## src/rtl/br_regfile_alu.sv

```systemverilog
// 32 x DATA_W register bank with a combinational ALU, driven by one 20-bit control word.
// Optional feature: define BR_ZERO_REG_EN to hardwire register 0 to zero.
module br_regfile_alu #(
  parameter int DATA_W    = 32,
  parameter int INIT_BASE = 5
) (
  input  logic              clk,
  input  logic              rst_n,
  input  logic [19:0]       bus,
  output logic [DATA_W-1:0] rd1,
  output logic [DATA_W-1:0] rd2,
  output logic [DATA_W-1:0] alu_y,
  output logic              wr_en,
  output logic              zero
);

  typedef enum logic [4:0] {
    OP_NOP = 5'b00000,
    OP_ADD = 5'b00001,
    OP_AND = 5'b00010,
    OP_OR  = 5'b00011,
    OP_GT  = 5'b00100,
    OP_SUB = 5'b00101
  } op_e;

  logic [4:0] op;
  logic [4:0] ar2;
  logic [4:0] ar1;
  logic [4:0] aw;

  assign op  = bus[19:15];
  assign ar2 = bus[14:10];
  assign ar1 = bus[9:5];
  assign aw  = bus[4:0];

  logic [DATA_W-1:0] regs_q [32];
  logic              wr_ok;

`ifdef BR_ZERO_REG_EN
  // Register 0 reads as zero regardless of what its storage holds.
  assign rd1   = (ar1 == 5'd0) ? '0 : regs_q[ar1];
  assign rd2   = (ar2 == 5'd0) ? '0 : regs_q[ar2];
  assign wr_ok = wr_en && (aw != 5'd0);
`else
  assign rd1   = regs_q[ar1];
  assign rd2   = regs_q[ar2];
  assign wr_ok = wr_en;
`endif

  always_comb begin
    alu_y = '0;
    wr_en = 1'b1;
    case (op)
      OP_ADD:  alu_y = rd1 + rd2;
      OP_AND:  alu_y = rd1 & rd2;
      OP_OR:   alu_y = rd1 | rd2;
      OP_GT:   alu_y = {{(DATA_W-1){1'b0}}, (rd1 > rd2)};
      OP_SUB:  alu_y = rd1 - rd2;
      default: wr_en = 1'b0;
    endcase
  end

  assign zero = (alu_y == '0);

  // Reads are taken from state, so a same-edge write naturally uses old operands.
  always_ff @(posedge clk or negedge rst_n) begin
    if (!rst_n) begin
      for (int i = 0; i < 32; i++) begin
        regs_q[i] <= DATA_W'(INIT_BASE + i);
      end
    end else if (wr_ok) begin
      regs_q[aw] <= alu_y;
    end
  end

endmodule

```

## config.mk

```make
export PLATFORM = sky130hd
export DESIGN_NAME = br_regfile_alu
export DESIGN_NICKNAME = d
export VERILOG_FILES = /design/src/rtl/br_regfile_alu.sv
export SDC_FILE = /design/constraint.sdc
export NUM_CORES = 2
export LEC_CHECK = 0
export BUFFER_PORTS_ARGS = -buffer_cell sky130_fd_sc_hd__buf_4
export CAP_MARGIN = 10
export CELL_PAD_IN_SITES_DETAIL_PLACEMENT = 1
export CELL_PAD_IN_SITES_GLOBAL_PLACEMENT = 1
export CORE_UTILIZATION = 37
export CTS_BUF_LIST = sky130_fd_sc_hd__clkbuf_8 sky130_fd_sc_hd__clkbuf_16
export CTS_CLUSTER_SIZE = 12
export DETAILED_ROUTE_END_ITERATION = 12
export PLACE_DENSITY = 0.63
export SETUP_SLACK_MARGIN = 0.3
export SYNTH_ARGS = -nofsm -noshare
export SYNTH_HDL_FRONTEND = slang
export SYNTH_SLANG_ARGS = --single-unit
```

## constraint.sdc

```tcl
create_clock -name clk -period 7.9 [get_ports clk]
set_input_delay 0.79 -clock clk [delete_from_list [all_inputs] [get_ports clk]]
set_output_delay 0.79 -clock clk [all_outputs]
set_load 0.05 [all_outputs]
```

Yosys cells after proc, flatten, opt, wreduce, memory -nomap -nowiden

Cells that the tools add are included.
W data, S select, Z words.

Flip-flop bits (word level): 1,024
Output and inout bits: 98
Input bits: 22
Logic and storage cells: 63

$lt $le $gt $ge: 5
Bitwise logic cells: 5
Reductions and logical operators: 3
Add/subtract/negate cells: 2
Equal/unequal tests: 5
Muxes and demuxes: 11

Operators by type and width:

| kind                 | number |
|---|---|
| $bwmux W1024         | 1 |
| $bmux W32 S5         | 2 |
| $demux W32 S5        | 1 |
| $mux W32             | 5 |
| $pmux W32 S5         | 1 |
| $add A32 B32 Y32     | 1 |
| $and A32 B32 Y32     | 1 |
| $gt A32 B32 Y1       | 1 |
| $logic_not A32 Y1    | 1 |
| $or A32 B32 Y32      | 1 |
| $sub A32 B32 Y32     | 1 |
| $ge A6 B6 Y1 const B | 3 |
| $not A5 Y6           | 3 |
| $eq A5 B2 Y1 const B | 2 |
| $eq A5 B3 Y1 const B | 2 |
| $lt A6 B1 Y1 const B | 1 |
| $eq A5 B1 Y1 const B | 1 |
| $reduce_or A5 Y1     | 1 |
| $logic_and A1 B1 Y1  | 1 |
| $mux W1              | 1 |

Depth between registers and ports, before layout

Depth in word-level cells: 7
Depth in mapped cells: 22
Depth with buffers taken out: 19

Least setup slack after synthesis

No wires, ideal clock.

Kind: input port to output port
Start point: input port bus[5]
End point: output port zero
Buffers on the path: 3
Data required time: 7,110 ps
Data arrival time: 6,964 ps
Stages on the path: 21
Slack: 146 ps
Path through: clkbuf_1 -> buf_1 -> buf_1 -> mux4_2 -> mux4_2 -> mux2i_1 -> inv_1 -> ha_1 -> fa_1 -> a21oi_1 -> o211ai_1 -> a22oi_1 -> o221a_2 -> nor2_1 -> a21oi_1 -> xnor2_1 -> o22a_1 -> inv_1 -> nor4_1 -> nand4_1 -> nor4_2

Cells in the longest elaborated chain, start to end: 7
Elaborated cells on any way between the ends: 11
Classes of those cells: 2 x add/sub; 1 x order compare; 4 x mux; 3 x bitwise; 1 x reduce/logical

RTL lines:

| item                                                        | RTL line | source |
|---|---|---|
| start, declared                                             | 9        | `input logic [19:0] bus,` |
| $not A5 Y6 (not written as such) *                          | 45       | `assign rd1 = regs_q[ar1];` |
| $bmux W32 S5 *                                              | 45       |  |
| $mux W32 (not written as such) * (2 in a row)               | 45       |  |
| via rd1[0]                                                  | 10       | `output logic [DATA_W-1:0] rd1,` |
| $sub A32 B32 Y32 / $add A32 B32 Y32 (equally long branches) | 58, 54   |  |
| $pmux W32 S5 *                                              | 53       | `case (op)` |
| via alu_y[20]                                               | 12       | `output logic [DATA_W-1:0] alu_y,` |
| $logic_not A32 Y1 *                                         | 63       | `assign zero = (alu_y == '0);` |
| end, declared                                               | 14       | `output logic zero` |

Mark *: on every way through the listed nets, which the timed path passes. The rest lies on a longest branch. The select of a mux whose other input is x is not followed.

Worst setup path in the final report

Start point: input port bus[10]
End point: output port zero

Cells in the longest elaborated chain, start to end: 7
Elaborated cells on any way between the ends: 11
Classes of those cells: 2 x add/sub; 1 x order compare; 4 x mux; 3 x bitwise; 1 x reduce/logical

RTL lines:

| item                                           | RTL line | source |
|---|---|---|
| $not A5 Y6 (not written as such) *             | 46       | `assign rd2 = regs_q[ar2];` |
| $bmux W32 S5 *                                 | 46       |  |
| $mux W32 (not written as such) * (2 in a row)  | 46       |  |
| $sub A32 B32 Y32, or another cell as far along | 58       | `OP_SUB: alu_y = rd1 - rd2;` |
| $pmux W32 S5 *                                 | 53       |  |
| $logic_not A32 Y1 *                            | 63       |  |

Every way passes the cells marked *; elsewhere a longest branch is shown, timed or not. The select of a mux whose other input is x is not followed.

==> results.md <==
* Status: finished with violations
* Violated checks: DRC
* Most frequent cells in the layout: 939 x dfrtp_1, 640 x mux4_2, 537 x a21oi_1, 530 x nor2_1, 518 x nand2_1
* Kind of critical path: in2out
* Buffers on Ports at 119
* Via count at 43.3k
* Ports at 120
* Peak supply drop at 0.203 mV
* Hold Fails Final Rpt at 0
* Seq. cell area at 0.0257 mm²
* Placer Congestion at 0.954
* Worst-Margin Slew at 1140 ps
* Max-cap violations at 0
* Commonest non-fill, non-tap cell in the layout: dfrtp_1
* Antenna violations before repair at 2
* Routed wire length at 211 mm
* CTS Buf Count at 113
* Via density at 6.07
* Number of synthesized register bits at 1,024
* Total GRT Usage at 27.0%
* Pin count of the biggest net entering global routing at 177
* Part of the Yosys area used for sequential elements at 44.6%
* Predominant post-synthesis flop cell: dfrtp_1
* Drc violations at 42
* Pre-CTS WS at 58.0 ps
* Root Driver: clkbuf_16
* Post-Synthesis Net Count at 5,173
* Final period util at 94.1%
* Initial Utilization at 37.4%
* CP cell instances: buf_8, buf_12, buf_12, mux4_2, mux4_2, mux2i_2, ha_1, or2_1, or3_4, nor4_4, a211o_1, xnor2_1, o2111a_1, and2_1, nand4_1, nor4_2, buf_4, nand4_1, nor4_4, buf_4
* TNS Setup at 0 ps
* CP max FO at 22
* Die area at 0.158 mm²
* Setup ws final at 470 ps
* Vias in the first global route at 45.3k
* Clock sinks at 1,024
* Hold WS at 47.6 ps
* Most flops, register: regs_q
* Tmin final at 7430 ps
* Clock skew at 39.0 ps
* Clock buffer depth at 3
* Area grow syn2layout at 13.5%
* Hold_buf cts at 0
* Wirelength per Cell at 29.6 µm
* CTS tree: yes
* Fill cell count at 16.2k
* Cell Area, Synth at 0.0577 mm²
* Crit path required time at 7110 ps
* Proportion of layout cells with a drive suffix above 1 at 28.2%
* Async set-reset flop share out of synthesis at 100%
* Crit-path max cell delay at 540 ps
* Slew HR at 24.0%
* Largest regs: regs_q: 1024 flops
* Die H at 397 µm
* Die width at 397 µm
* Number of flip-flops in the largest register at 1,024
* First-pass GRT wire length at 314 mm
* Post-synthesis cell count at 5,053
* Number of flops mapped to enable cells by yosys at 0
* FMAX at 135 MHz
* Slew Viols, Final at 0
* ANT nets after route at 0
* Layout Nets at 5,111
* Synth unique cells at 86
* DR pass1 iterations at 9
* Synth Area per Inst at 11.4 µm²
* Multi-input gate area at 0.0299 mm²
* Core region area at 0.154 mm²
* Clock latency on the worst-skew pair at 770 ps
* CP startpoint kind: input port
* Power Density at 230 mW/mm²
* Arrival @ worst endpoint at 6640 ps
* Pleak at 0.0282 µW
* Crit. End Element: output port
* Total overflow reported by the global router at 0
* CP max stage cell: mux4_2
* Iteration-0 DRC Markers at 3,561
* Unrepaired setup endpoints after global routing: false
* # rows at 144
* Reg clk slew, reported paths at 60 ps
* Detailed Place HPWL at 134 mm
* Synth warnings at 0
* Worst Hold Class: in2async
* Reg2Reg Setup Slack at 2280 ps
* H-tree depth at 3
* Final setup violation count at 0
power by group:
part | switching (µW) | leakage [µW] | internal, µW | total (µW)
clock network | 2350 | 0.00200 | 3140 | 5490
logic | 2100 | 0.0126 | 1390 | 3490
registers | 372 | 0.0136 | 5740 | 6110
area by class of cell:
class / instances / area share (%)
diodes: 1 / 0.00382
clock buffers: 137 / 4.84
clock inverters: 71 / 1.01
inverters: 155 / 0.888
multi-input cells: 3378 / 45.7
flip-flops and latches: 1024 / 39.3
well taps: 2044 / 3.90
repair buffers: 319 / 4.41
layer usage:
metal	routed length (µm)	GRT usage [%]
met5	0	0
met4	6170	8.26
met3	12900	3.78
met2	101000	43.8
met1	90800	37.5
path summary, 6_finish.rpt:
| path | startpoint | end | cells past startpoint |
|---|---|---|---|
| min in group clk | regs_q[450]$_DFFE_PN1P_ | regs_q[450]$_DFFE_PN1P_ | 2 |
| max in group asynchronous | rst_n | regs_q[633]$_DFFE_PN0P_ | 3 |
| setup reg to reg | regs_q[1]$_DFFE_PN0P_ | regs_q[734]$_DFFE_PN0P_ | 17 |
| setup / recovery | bus[10] | zero | 20 |
| hold / removal | rst_n | regs_q[207]$_DFFE_PN0P_ | 1 |
| hold reg to reg | regs_q[450]$_DFFE_PN1P_ | regs_q[450]$_DFFE_PN1P_ | 2 |
cells by family after synthesis:
kind of cell,synth area share (%)
xor+xnor,0.288
fa+ha+maj,2.15
flops,44.6
simple gates,8.69
buf+inv,4.36
compound gates,11.4
mux,28.6
through the flow:
stage,area (µm²),util [%],std cells,total power [µW]
floorplan,57700,-,5053,8410
global placement,61500,39.8,6918,9530
detailed placement,61500,39.8,6918,9630
CTS,65400,42.4,7126,15100
global route,65500,42.4,7128,15700
finish,65500,42.4,7129,15100
Yosys cell counts (all sizes together), types with 6 or more instances:
cell / instances / area [µm²]
o21a: 11 / 82.6
a211o: 8 / 70.1
o211ai: 14 / 105
clkbuf: 381 / 1430
o21ai: 509 / 2550
o31ai: 9 / 67.6
a22oi: 10 / 80.1
buf: 115 / 504
dfrtp: 939 / 23500
nand3: 29 / 145
a2111oi: 6 / 83.8
nor2b: 17 / 106
mux2: 99 / 1110
a211oi: 10 / 87.6
nand4: 11 / 68.8
o221ai: 6 / 52.6
or2: 10 / 62.6
ha: 96 / 1200
nand3b: 6 / 45.0
a21oi: 543 / 2720
and3: 8 / 50.1
nor4: 17 / 146
xnor2: 19 / 166
o21bai: 8 / 60.1
nor3: 29 / 150
mux4: 640 / 14400
a21o: 11 / 82.6
dfstp: 85 / 2230
nand2: 531 / 2000
nor2: 545 / 2050
inv: 155 / 582
mux2i: 96 / 961
a31oi: 12 / 90.1
repair_timing:
item	CTS	global route
pin swaps	0	1
resized for setup	12	20
endpoints found under the setup margin	1	1
gates cloned	0	1
setup buffers	0	1
worst max-delay path: cells and delay by family:
| family | cells | cell delay [ps] |
|---|---|---|
| AO/OA/AOI/OAI | 2 | 540 |
| XOR/XNOR | 1 | 170 |
| adder cells (fa/ha/maj) | 1 | 460 |
| buffers and inverters | 5 | 1200 |
| multiplexers | 3 | 1380 |
| AND/OR/NAND/NOR | 8 | 2030 |
Power figures use the tool's default switching activity.
